[config.mk]
export PLATFORM = sky130hd
export DESIGN_NAME = seg7_scan_driver
export DESIGN_NICKNAME = d
export VERILOG_FILES = /design/src/rtl/seg7_pkg.sv /design/src/rtl/seg7_decode.sv /design/src/rtl/seg7_scan_driver.sv
export SDC_FILE = /design/constraint.sdc
export NUM_CORES = 1
export LEC_CHECK = 0
export BUFFER_PORTS_ARGS = -buffer_cell sky130_fd_sc_hd__buf_2
export CAP_MARGIN = 10
export CORE_ASPECT_RATIO = 0.7
export CORE_MARGIN = 3
export CORE_UTILIZATION = 51
export CTS_BUF_LIST = sky130_fd_sc_hd__clkbuf_4 sky130_fd_sc_hd__clkbuf_8 sky130_fd_sc_hd__clkbuf_16
export CTS_CLUSTER_DIAMETER = 100
export DETAILED_ROUTE_END_ITERATION = 8
export GPL_TIMING_DRIVEN = 0
export PLACE_DENSITY = 0.74
export SLEW_MARGIN = 20
export SYNTH_ARGS = -nofsm -noshare
export SYNTH_HDL_FRONTEND = slang
export SYNTH_SLANG_ARGS = --single-unit
[constraint.sdc]
create_clock -name clk -period 6.6 [get_ports clk]
set_input_delay 0.66 -clock clk [delete_from_list [all_inputs] [get_ports clk]]
set_output_delay 0.66 -clock clk [all_outputs]
set_load 0.01 [all_outputs]
[src/rtl/seg7_pkg.sv]
// seg7_pkg: segment codes, scan FSM state encodings and the shared nibble decoder.
package seg7_pkg;

  // Segment bit order is {a,b,c,d,e,f,g,dp}; codes carry dp=0.
  localparam logic [7:0] SEG_OFF = 8'h00;
  localparam logic [7:0] SEG_0   = 8'hFC;
  localparam logic [7:0] SEG_1   = 8'h60;
  localparam logic [7:0] SEG_2   = 8'hDA;
  localparam logic [7:0] SEG_3   = 8'hF2;
  localparam logic [7:0] SEG_4   = 8'h66;
  localparam logic [7:0] SEG_5   = 8'hB6;
  localparam logic [7:0] SEG_6   = 8'hBE;
  localparam logic [7:0] SEG_7   = 8'hE4;
  localparam logic [7:0] SEG_8   = 8'hFE;
  localparam logic [7:0] SEG_9   = 8'hF6;
  localparam logic [7:0] SEG_A   = 8'hEE;
  localparam logic [7:0] SEG_B   = 8'h3E;
  localparam logic [7:0] SEG_C   = 8'h9C;
  localparam logic [7:0] SEG_D   = 8'h7A;
  localparam logic [7:0] SEG_E   = 8'h9E;
  localparam logic [7:0] SEG_F   = 8'h8E;

  localparam logic [1:0] ST_IDLE  = 2'd0;
  localparam logic [1:0] ST_BLANK = 2'd1;
  localparam logic [1:0] ST_SHOW  = 2'd2;

  function automatic logic [7:0] seg7_decode_fn(input logic [3:0] nib, input logic dp,
                                                input logic hex_mode);
    logic [7:0] s;
    s = SEG_OFF;
    case (nib)
      4'h0: s = SEG_0;
      4'h1: s = SEG_1;
      4'h2: s = SEG_2;
      4'h3: s = SEG_3;
      4'h4: s = SEG_4;
      4'h5: s = SEG_5;
      4'h6: s = SEG_6;
      4'h7: s = SEG_7;
      4'h8: s = SEG_8;
      4'h9: s = SEG_9;
      4'hA: s = SEG_A;
      4'hB: s = SEG_B;
      4'hC: s = SEG_C;
      4'hD: s = SEG_D;
      4'hE: s = SEG_E;
      4'hF: s = SEG_F;
      default: s = SEG_OFF;
    endcase
    if (!hex_mode && (nib > 4'h9)) s = SEG_OFF;
    return {s[7:1], dp};
  endfunction

endpackage

[src/rtl/seg7_decode.sv]
// seg7_decode: combinational nibble + dp to 8-bit active-high segment pattern.
module seg7_decode
  import seg7_pkg::*;
(
  input  logic [3:0] nib_i,
  input  logic       dp_i,
  input  logic       hex_mode_i,
  output logic [7:0] seg_o
);

  assign seg_o = seg7_decode_fn(nib_i, dp_i, hex_mode_i);

endmodule

[src/rtl/seg7_scan_driver.sv]
// seg7_scan_driver: multiplexed 7-segment scanner with double-buffered digits.
// Optional leading-zero blanking is enabled by defining SEG7_LZB_EN.
//   state | meaning
//   IDLE  | display dark, waiting for enable
//   BLANK | all-off gap before the next digit
//   SHOW  | digit idx lit for SCAN_DIV cycles
module seg7_scan_driver
  import seg7_pkg::*;
#(
  parameter int NUM_DIGITS     = 4,
  parameter int SCAN_DIV       = 50000,
  parameter int BLANK_CYCLES   = 8,
  parameter int HEX_MODE       = 1,
  parameter int SEG_ACTIVE_LOW = 0,
  parameter int AN_ACTIVE_LOW  = 1
) (
  input  logic                    clk,
  input  logic                    rst_n,
  input  logic                    enable,
  input  logic                    load,
  input  logic [4*NUM_DIGITS-1:0] digits,
  input  logic [NUM_DIGITS-1:0]   dp_in,
  output logic [7:0]              seg,
  output logic [NUM_DIGITS-1:0]   an,
  output logic                    frame_done
);

  localparam int CNT_MAX = (SCAN_DIV > BLANK_CYCLES) ? SCAN_DIV : BLANK_CYCLES;
  localparam int CW      = $clog2(CNT_MAX + 1);
  localparam int IW      = (NUM_DIGITS > 1) ? $clog2(NUM_DIGITS) : 1;

  localparam logic [CW-1:0] SHOW_LAST  = CW'(SCAN_DIV - 1);
  localparam logic [CW-1:0] BLANK_LAST = (BLANK_CYCLES > 0) ? CW'(BLANK_CYCLES - 1) : '0;
  localparam logic [IW-1:0] IDX_LAST   = IW'(NUM_DIGITS - 1);
  localparam logic [1:0]    ST_GAP     = (BLANK_CYCLES == 0) ? ST_SHOW : ST_BLANK;
  localparam logic          HEX_EN     = (HEX_MODE != 0);
  localparam logic [7:0]    SEG_XOR    = (SEG_ACTIVE_LOW != 0) ? 8'hFF : 8'h00;
  localparam logic [NUM_DIGITS-1:0] AN_XOR = (AN_ACTIVE_LOW != 0) ? '1 : '0;
  localparam logic [NUM_DIGITS-1:0] AN_ONE = NUM_DIGITS'(1);

  logic [1:0]              state_q, state_d;
  logic [IW-1:0]           idx_q, idx_d;
  logic [CW-1:0]           cnt_q, cnt_d;
  logic [4*NUM_DIGITS-1:0] act_dig_q, act_dig_d, pend_dig_q, pend_dig_d;
  logic [NUM_DIGITS-1:0]   act_dp_q, act_dp_d, pend_dp_q, pend_dp_d;
  logic                    pend_vld_q, pend_vld_d;
  logic [7:0]              seg_q, seg_d;
  logic [NUM_DIGITS-1:0]   an_q, an_d;
  logic                    frame_done_q;

  logic       show_last, boundary, show_on, lead_blank, cur_dp;
  logic [3:0] cur_nib;
  logic [7:0] dec_seg;

  assign show_last = (cnt_q == SHOW_LAST);
  assign boundary  = enable && (state_q == ST_SHOW) && show_last && (idx_q == IDX_LAST);
  assign show_on   = enable && (state_q == ST_SHOW);

  always_comb begin
    state_d = state_q;
    idx_d   = idx_q;
    cnt_d   = cnt_q;
    if (!enable) begin
      state_d = ST_IDLE;
      idx_d   = '0;
      cnt_d   = '0;
    end else begin
      case (state_q)
        ST_IDLE: begin
          state_d = ST_GAP;
          idx_d   = '0;
          cnt_d   = '0;
        end
        ST_BLANK: begin
          if (cnt_q == BLANK_LAST) begin
            state_d = ST_SHOW;
            cnt_d   = '0;
          end else begin
            cnt_d = cnt_q + 1'b1;
          end
        end
        ST_SHOW: begin
          if (show_last) begin
            state_d = ST_GAP;
            cnt_d   = '0;
            idx_d   = (idx_q == IDX_LAST) ? '0 : idx_q + 1'b1;
          end else begin
            cnt_d = cnt_q + 1'b1;
          end
        end
        default: begin
          state_d = ST_IDLE;
          idx_d   = '0;
          cnt_d   = '0;
        end
      endcase
    end
  end

  // Active buffer only moves at a frame boundary (or while dark) so a frame never tears.
  always_comb begin
    act_dig_d  = act_dig_q;
    act_dp_d   = act_dp_q;
    pend_dig_d = pend_dig_q;
    pend_dp_d  = pend_dp_q;
    pend_vld_d = pend_vld_q;
    if ((state_q == ST_IDLE) && load) begin
      act_dig_d  = digits;
      act_dp_d   = dp_in;
      pend_vld_d = 1'b0;
    end else if (boundary) begin
      if (load) begin
        act_dig_d = digits;
        act_dp_d  = dp_in;
      end else if (pend_vld_q) begin
        act_dig_d = pend_dig_q;
        act_dp_d  = pend_dp_q;
      end
      pend_vld_d = 1'b0;
    end else if (load) begin
      pend_dig_d = digits;
      pend_dp_d  = dp_in;
      pend_vld_d = 1'b1;
    end
  end

  assign cur_nib = act_dig_q[{idx_q, 2'b00} +: 4];
  assign cur_dp  = act_dp_q[idx_q];

`ifdef SEG7_LZB_EN
  logic [NUM_DIGITS-1:0] lz;
  always_comb begin
    logic run;
    run = 1'b1;
    lz  = '0;
    for (int i = NUM_DIGITS - 1; i >= 0; i--) begin
      run   = run && (act_dig_q[4*i +: 4] == 4'h0) && !act_dp_q[i];
      lz[i] = run;
    end
  end
  assign lead_blank = (idx_q != '0) && lz[idx_q];
`else
  assign lead_blank = 1'b0;
`endif

  seg7_decode u_dec (
    .nib_i      (cur_nib),
    .dp_i       (cur_dp),
    .hex_mode_i (HEX_EN),
    .seg_o      (dec_seg)
  );

  assign seg_d = (show_on && !lead_blank) ? dec_seg : SEG_OFF;
  assign an_d  = show_on ? (AN_ONE << idx_q) : '0;

  always_ff @(posedge clk or negedge rst_n) begin
    if (!rst_n) begin
      state_q      <= ST_IDLE;
      idx_q        <= '0;
      cnt_q        <= '0;
      act_dig_q    <= '0;
      act_dp_q     <= '0;
      pend_dig_q   <= '0;
      pend_dp_q    <= '0;
      pend_vld_q   <= 1'b0;
      seg_q        <= SEG_OFF;
      an_q         <= '0;
      frame_done_q <= 1'b0;
    end else begin
      state_q      <= state_d;
      idx_q        <= idx_d;
      cnt_q        <= cnt_d;
      act_dig_q    <= act_dig_d;
      act_dp_q     <= act_dp_d;
      pend_dig_q   <= pend_dig_d;
      pend_dp_q    <= pend_dp_d;
      pend_vld_q   <= pend_vld_d;
      seg_q        <= seg_d;
      an_q         <= an_d;
      frame_done_q <= boundary;
    end
  end

  assign seg        = seg_q ^ SEG_XOR;
  assign an         = an_q ^ AN_XOR;
  assign frame_done = frame_done_q;

endmodule

==> results.md, run 1 <==
* Reg area at 1852 µm²
* Post-CTS Hold Buffers at 0
* Commonest non-fill, non-tap cell in the layout: dfrtp_1
* Worst-margin pin slew at 0.6696 ns
* Clock latency on the worst-skew pair at 0.34 ns
* CP most frequent cell: clkbuf_1
* HP Class: in -> async
* Routability cong. at 0.8555
* Post-cts sizing count at 0
* Die area at 9093 µm²
* Area of the multi-input gates at 1956 µm²
* Internal Pwr Total at 0.9448 mW
* Sw Ratio at 25.67%
* Cells along the critical path: clkbuf_1, or4_1, clkbuf_1, nor2_1, nand3b_1, clkbuf_1, o221a_2
* P&R area growth vs syn at 15.58%
* Cell Area, Synth at 4064 µm²
* DRT iter0 DRCs at 296
* PwrDens at 270.6 nW/µm²
* Ranking of synthesized cells by area: dfrtp_1 46%, mux2_4 7.4%, o221a_2 5.8%, ha_1 4.0%, inv_1 3.2%
* I/O Buffers at 36
* # H-tree levels at 3
* Vias per cell at 5.971
* Async set or reset register ratio after synthesis at 100.0%
* Core ar. at 7515 µm²
* Final setup viols at 0
* RSZ-0062 raised after global routing: no
* Worst setup margin at 3.752 ns
* Final period util at 43.16%
* Synth warn at 0
* Layout Nets at 452
* Post-synth EDFFs at 0
* Total Wirelength at 9.348 mm
* Final Slew Violations at 0
* Worst IR Drop VDD at 0.0001461 V
* Clock Power Share at 38.8%
* Setup Crit Path Kind: reg -> reg
* Io pins at 37
* Setup TNS at 0 ns
* Hold slack at 0.1889 ns
* Die height at 80.69 µm
* Critical path's largest stage delay at 0.62 ns
* Die X at 112.7 µm
* R2r endpoint: act_dig_q[6]
* Worst r2r src: cnt_q[4]
* Sequential element share of the synthesized area at 45.57%
* Root Buffer: clkbuf_16
* Worst-path fanout max at 10
* Total global routing overflow at 0
* Slowest-stage cell, CP: or4_1
* Cts bufs inserted at 9
* Drt drc at 0
* Global-route wire length before repair at 15.38 mm
* Clk_skew at 0.009061 ns
* Slew HR at 54.99%
* Crit path arrival time at 3.07 ns
* Max Cap Viol at 0
* CTS tree: built
* Maximum buffer depth of the clock tree at 2
* CTS Sinks at 74
* Antenna-violating nets left at 0
* Tmin final at 2.848 ns
* CTS clk-pin slew, worst paths at 0.06 ns
* FILL cells at 607
* Post CTS Setup Buffer Count at 0
* Syn Nets at 404
* Outcome: complete, no violations
* Gate Count Post-Synth at 367
* P_leak at 2.036 nW
* Vias in the first global route at 2945
* Worst setup SP type: flip-flop
* Fmax at 0.3511 GHz
* Reg power frac at 44.2%
* Flops & latches, synth at 74
* Via count at 3093
* Ys flop type: dfrtp_1
* Reg2Reg Depth at 7
* Commonest cells after routing, fill and taps aside: 74 x dfrtp_1, 39 x buf_2, 35 x inv_1, 29 x nor2_1, 21 x o221a_2
* Initial antenna violation count at 0
* R2R Setup Slk at 3.75 ns
* Tot GR Track Use at 21.95%
* Psw at 0.3263 mW
* Worst Setup End Kind: flip-flop
* Required time worst endpoint at 6.82 ns
* Initial Util at 54.08%
* Top cell type's share of synthesized area at 45.57%
* Antenna Cells at 0
* First-pass detailed-route iteration total at 5
* Final hold viol count at 0
* Cell taking the most area after synthesis: dfrtp_1
* WL/cell at 18.05 µm
* Share of cells above drive strength 1 at 26.67%
* Power consumption at 1.271 mW
* DP HPWL at 6.589 mm
* Logic gate share of total power at 17.0%
* Dpl ws at 3.793 ns
* FP Rows at 26
* Largest net degree at the start of global routing at 58
* Netlist cell types at 50
* Syn Area/Cell at 11.07 µm²
-- routing by layer --
metal  wire length [µm]  part of all wire [%]  GRT usage [%]  vias up
met5                  0                     0              0        -
met4                143                   1.5          6.843        0
met3                585                   6.3          5.873       12
met2               3870                    41          30.67      115
met1               4749                    51          32.87     1505
li1                   -                     -              -     1461
-- logic make-up after synthesis --
| kind of cell | Yosys count | share of synthesized area [%] |
|---|---|---|
| AOI/OAI and AO/OA | 65 | 14.66 |
| xor gates and xnor gates | 13 | 2.802 |
| adders and majority gates | 13 | 4.003 |
| buffers and inverters | 63 | 6.311 |
| DFF | 74 | 45.57 |
| muxes | 27 | 10.65 |
| and+or+nand+nor | 112 | 16.01 |
-- metrics by stage --
| stage | utilization (%) | cells | area (µm²) |
|---|---|---|---|
| 2_1_floorplan | - | 367 | 4064 |
| 3_3_place_gp | 58.11 | 501 | 4367 |
| 3_5_place_dp | 58.51 | 502 | 4397 |
| 4_1_cts | 62.50 | 518 | 4697 |
| 5_1_grt | 62.50 | 518 | 4697 |
| 6_report | 62.50 | 518 | 4697 |
-- synthesized netlist by cell type (5+ instances only) --
cell type  count
nor4b_1       14
inv_1         35
a41oi_1        6
clkbuf_1      18
o221a_2       21
a21oi_1        7
xor2_1         7
a32oi_1       14
dfrtp_1       74
nor3_1         9
mux4_2         5
nand3_1        9
ha_1          13
nand4_1        8
mux2_4        20
xnor2_1        6
nand2_1        9
and3_1         7
nor2_1        29
-- flip-flops by register name (all words and copies together), names as in the netlist --
signal and cells:
act_dig_q 16, act_dp_q 4, pend_vld_q 1, idx_q 2, cnt_q 16, an_q 4, state_q 2, seg 8
pend_dig_q 16, frame_done 1, pend_dp_q 4
-- worst max-delay path by stage --
stage	startpoint	end	slack (ns)	depth (start not counted)
floorplan	cnt_q[12]	pend_dig_q[0]	4.23	6
global placement	cnt_q[4]	act_dig_q[6]	3.86	7
detailed placement	cnt_q[4]	act_dig_q[2]	3.79	7
CTS	cnt_q[4]	act_dig_q[6]	3.79	7
global route	cnt_q[4]	act_dig_q[6]	3.55	7
finish	cnt_q[4]	act_dig_q[6]	3.75	7
-- final cells by class --
type,count,share of cell area (%)
Timing Repair Buffer,37,4.475
Inverter,35,2.797
Multi-Input combinational cell,230,41.64
Tap cell,98,2.611
Clock buffer,11,5.248
Clock inverter,5,1.145
Sequential cell,74,39.42
Buffer,28,2.664
-- critical path, delay by kind of cell, from the launching register on --
| family | cells | cell delay [ns] |
|---|---|---|
| compound gates | 1 | 0.32 |
| simple gates | 3 | 1.26 |
| flops | 1 | 0.35 |
| buf+inv | 3 | 0.79 |
-- power groups by stage --
stage / clock network [mW] / logic [mW] / registers (mW)
detailed placement: 0 / 0.216 / 0.566
finish: 0.493 / 0.216 / 0.562
CTS: 0.502 / 0.217 / 0.560
global placement: 0 / 0.206 / 0.564
global route: 0.522 / 0.236 / 0.568
floorplan: 0 / 0.167 / 0.548
Power figures use the tool's default switching activity.
==> run 2: changes to the inputs <==
--- a/config.mk
+++ b/config.mk
@@ -5,6 +5,7 @@
 export SDC_FILE = /design/constraint.sdc
 export NUM_CORES = 1
 export LEC_CHECK = 0
+export ABC_AREA = 1
 export BUFFER_PORTS_ARGS = -buffer_cell sky130_fd_sc_hd__buf_2
 export CAP_MARGIN = 10
 export CORE_ASPECT_RATIO = 0.7
@@ -14,7 +15,7 @@
 export CTS_CLUSTER_DIAMETER = 100
 export DETAILED_ROUTE_END_ITERATION = 8
 export GPL_TIMING_DRIVEN = 0
-export PLACE_DENSITY = 0.74
+export PLACE_DENSITY = 0.77
 export SLEW_MARGIN = 20
 export SYNTH_ARGS = -nofsm -noshare
 export SYNTH_HDL_FRONTEND = slang
==> constraint.sdc (replaced) <==
create_clock -name clk -period 2.5 [get_ports clk]
set_input_delay 0.25 -clock clk [delete_from_list [all_inputs] [get_ports clk]]
set_output_delay 0.25 -clock clk [all_outputs]
set_load 0.01 [all_outputs]
==> run 2 against run 1 <==
Critical path depth increased by 3. Wire length decreased by 6.5%. Sequential share of layout area increased by 1.8 points. First-iteration DRC count decreased by 22%. Utilization decreased by 1.9 points. Worst hold slack got worse by 0.030 ns. Area after synthesis decreased by 2.4%. Design area decreased by 4.3%. Global-route usage decreased by 0.27 points. Power increased to 3.2 times the previous value. Sequential power increased to 3.1 times the previous value.
==> results.md, run 2 <==
* Post CTS Setup Buffer Count at 0 (unchanged)
* DRT iter0 DRCs at 231 (-22%)
* Gate Count Post-Synth at 537 (+46%)
* Clk_skew at 0.007958 ns (-0.001104 ns)
* Tmin final at 2.139 ns (-0.7092 ns)
* Async set or reset register ratio after synthesis at 100.0% (unchanged)
* Drt drc at 0 (unchanged)
* Worst-path fanout max at 10 (unchanged)
* Netlist cell types at 27 (-46%)
* CTS Sinks at 74 (unchanged)
* Tot GR Track Use at 21.69% (-0.27 points)
* Worst IR Drop VDD at 0.0003981 V (+170%)
* Largest net degree at the start of global routing at 54 (-6.9%)
* Syn Area/Cell at 7.386 µm² (-33%)
* HP Class: in -> reg
* Sw Ratio at 37.90% (+12 points)
* Initial Util at 53.48% (-0.60 points)
* Most frequent cell after synthesis: nand2_1
* DP HPWL at 6.463 mm (-1.9%)
* Vias per cell at 5.112 (-14%)
* Fmax at 0.4675 GHz (+33%)
* FP Rows at 26 (unchanged)
* Reg power frac at 42.9% (-1.3 points)
* Worst Setup End Kind: flip-flop
* Worst setup SP type: flip-flop
* Top cell type's share of synthesized area at 46.69% (+1.1 points)
* Synth cell count leaders: 219 x nand2_1, 74 x dfrtp_1, 56 x nor2_1, 46 x nand3_1, 34 x inv_1
* Antenna Cells at 0 (unchanged)
* Final setup viols at 0 (unchanged)
* Post-CTS Hold Buffers at 1 (+1)
* Crit path arrival time at 2.38 ns (-0.69 ns)
* # H-tree levels at 3 (unchanged)
* Clock latency on the worst-skew pair at 0.36 ns (+0.02 ns)
* Commonest non-fill, non-tap cell in the layout: nand2_1
* Core ar. at 7417 µm² (-1.3%)
* Final Slew Violations at 0 (unchanged)
* Total global routing overflow at 0 (unchanged)
* I/O Buffers at 35 (-2.8%)
* Top Registers: act_dig_q (16), cnt_q (16), pend_dig_q (16)
* Ys flop type: dfrtp_1
* CTS tree: built
* First-pass detailed-route iteration total at 5 (unchanged)
* Die X at 111.4 µm (-1.1%)
* Antenna-violating nets left at 0 (unchanged)
* Worst-margin pin slew at 0.4482 ns (-0.2214 ns)
* PwrDens at 894.5 nW/µm² (+230%)
* Via count at 3517 (+14%)
* Non-Filler Instances at 688 (+33%)
* Post-synth EDFFs at 0 (unchanged)
* Max Cap Viol at 0 (unchanged)
* Syn Nets at 574 (+42%)
* Cts bufs inserted at 9 (unchanged)
* P&R area growth vs syn at 13.31%
* Total Wirelength at 8.736 mm (-6.5%)
* Final period util at 85.56% (+42 points)
* Layout Nets at 622 (+38%)
* Die area at 8888 µm² (-2.2%)
* Global-route wire length before repair at 15.37 mm (about the same)
* Sequential element share of the synthesized area at 46.69% (+1.1 points)
* Vias in the first global route at 3312 (+12%)
* RSZ-0062 raised after global routing: no
* Post-cts sizing count at 0 (unchanged)
* P_leak at 2.392 nW (+17%)
* Ranking of synthesized cells by area: dfrtp_1 47%, nand2_1 21%, nand3_1 5.8%, nor2_1 5.3%, ha_1 4.1%
* Io pins at 37 (unchanged)
* Slew HR at 70.12% (+15 points)
* Maximum buffer depth of the clock tree at 2 (unchanged)
* Flops & latches, synth at 74 (unchanged)
* Root Buffer: clkbuf_8
* Power consumption at 4.020 mW (+220%)
* Initial antenna violation count at 0 (unchanged)
* Die height at 79.79 µm (-1.1%)
* Synth warn at 0 (unchanged)
* Outcome: complete, no violations
* Setup Crit Path Kind: reg -> reg
* Routability cong. at 0.8512 (-0.50%)
* Cell taking the most area after synthesis: dfrtp_1
* Required time worst endpoint at 2.74 ns (-4.08 ns)
* Share of cells above drive strength 1 at 12.71% (-14 points)
* Psw at 1.524 mW (+370%)
* Commonest cells after routing, fill and taps aside: 219 x nand2_1, 74 x dfrtp_1, 56 x nor2_1, 46 x nand3_1, 38 x buf_2
* Final hold viol count at 0 (unchanged)
* WL/cell at 12.70 µm (-30%)
* Setup TNS at 0 ns (unchanged)
* CTS clk-pin slew, worst paths at 0.07 ns (about the same)
* Clock Power Share at 21.7% (-17 points)
* Internal Pwr Total at 2.496 mW (+160%)
* Logic gate share of total power at 35.4% (+18 points)
* Cell Area, Synth at 3966 µm² (-2.4%)
* Dpl cells at 671 (+34%)
[run 2: changes by cell type after synthesis, moves of 15 or more]
cell,previous run,this run
mux2_4,20,0
nand3_1,9,46
nand2_1,9,219
nor2_1,29,56
nand4_1,8,23
o221a_2,21,0
[run 2: layout make-up]
type | count | area, µm²
Fill cell | 701 | 2923
Multi-Input combinational cell | 402 | 1858
Inverter | 38 | 142.6
Sequential cell | 74 | 1852
Buffer | 23 | 113.9
Clock inverter | 2 | 10.01
Clock buffer | 14 | 180.2
Timing Repair Buffer | 37 | 215.2
Tap cell | 98 | 122.6
[run 2: final timing paths]
path / startpoint / to / slack, ns / depth (start not counted)
worst max-delay path: idx_q[0] / seg[6] / 0.36 / 10
worst min-delay path: digits[9] / pend_dig_q[9] / 0.16 / 3
worst min register to register: cnt_q[0] / cnt_q[0] / 0.47 / 1
min in group asynchronous: rst_n / idx_q[0] / 0.32 / 2
worst max register to register: idx_q[0] / seg[6] / 0.36 / 10
max in group asynchronous: rst_n / frame_done / 1.64 / 3
[run 2: logic make-up after synthesis]
family / count (synthesis) / synth area share [%]
fa+ha+maj: 13 / 4.101
compound gates: 25 / 3.407
buf+inv: 61 / 6.467
simple gates: 358 / 38.01
flops: 74 / 46.69
xor+xnor: 6 / 1.325
[run 2: critical path: stages, from the launching register on]
cell and delay, ns:
dfrtp_1 0.41, buf_2 0.18, buf_2 0.19, o21ai_0 0.22, nand2_1 0.07, nand2_1 0.18
inv_1 0.12, ha_1 0.29, nand3_1 0.11, o21ai_0 0.18, nor2_1 0.06
[run 2: stage by stage]
| stage | cell area [µm²] | utilization (%) | hold WS (ns) | setup WS, ns |
|---|---|---|---|---|
| after floorplan | 3966 | - | -0.04559 | 0.7285 |
| after global placement | 4264 | 57.49 | 0.4524 | 0.4314 |
| after detailed placement | 4294 | 57.89 | 0.1640 | 0.3966 |
| after CTS | 4494 | 60.59 | 0.1464 | 0.3801 |
| after global routing | 4494 | 60.59 | 0.1530 | 0.2601 |
| final | 4494 | 60.59 | 0.1589 | 0.3609 |
[run 2: power by group through the flow]
| stage | clock [mW] | combinational, mW | sequential (mW) |
|---|---|---|---|
| 2_1_floorplan | 0 | 1.06 | 1.70 |
| 3_3_place_gp | 0 | 1.34 | 1.72 |
| 3_5_place_dp | 0 | 1.41 | 1.74 |
| 4_1_cts | 0.906 | 1.42 | 1.72 |
| 5_1_grt | 0.968 | 1.66 | 1.76 |
| 6_report | 0.873 | 1.42 | 1.72 |
[run 2: layer usage]
metal	global-route usage [%]	share of wire, %	routed length, µm
met4	8.141	1.2	106
met5	0	0	0
met2	32.07	41	3581
met3	5.909	7.3	634
met1	30.60	51	4413
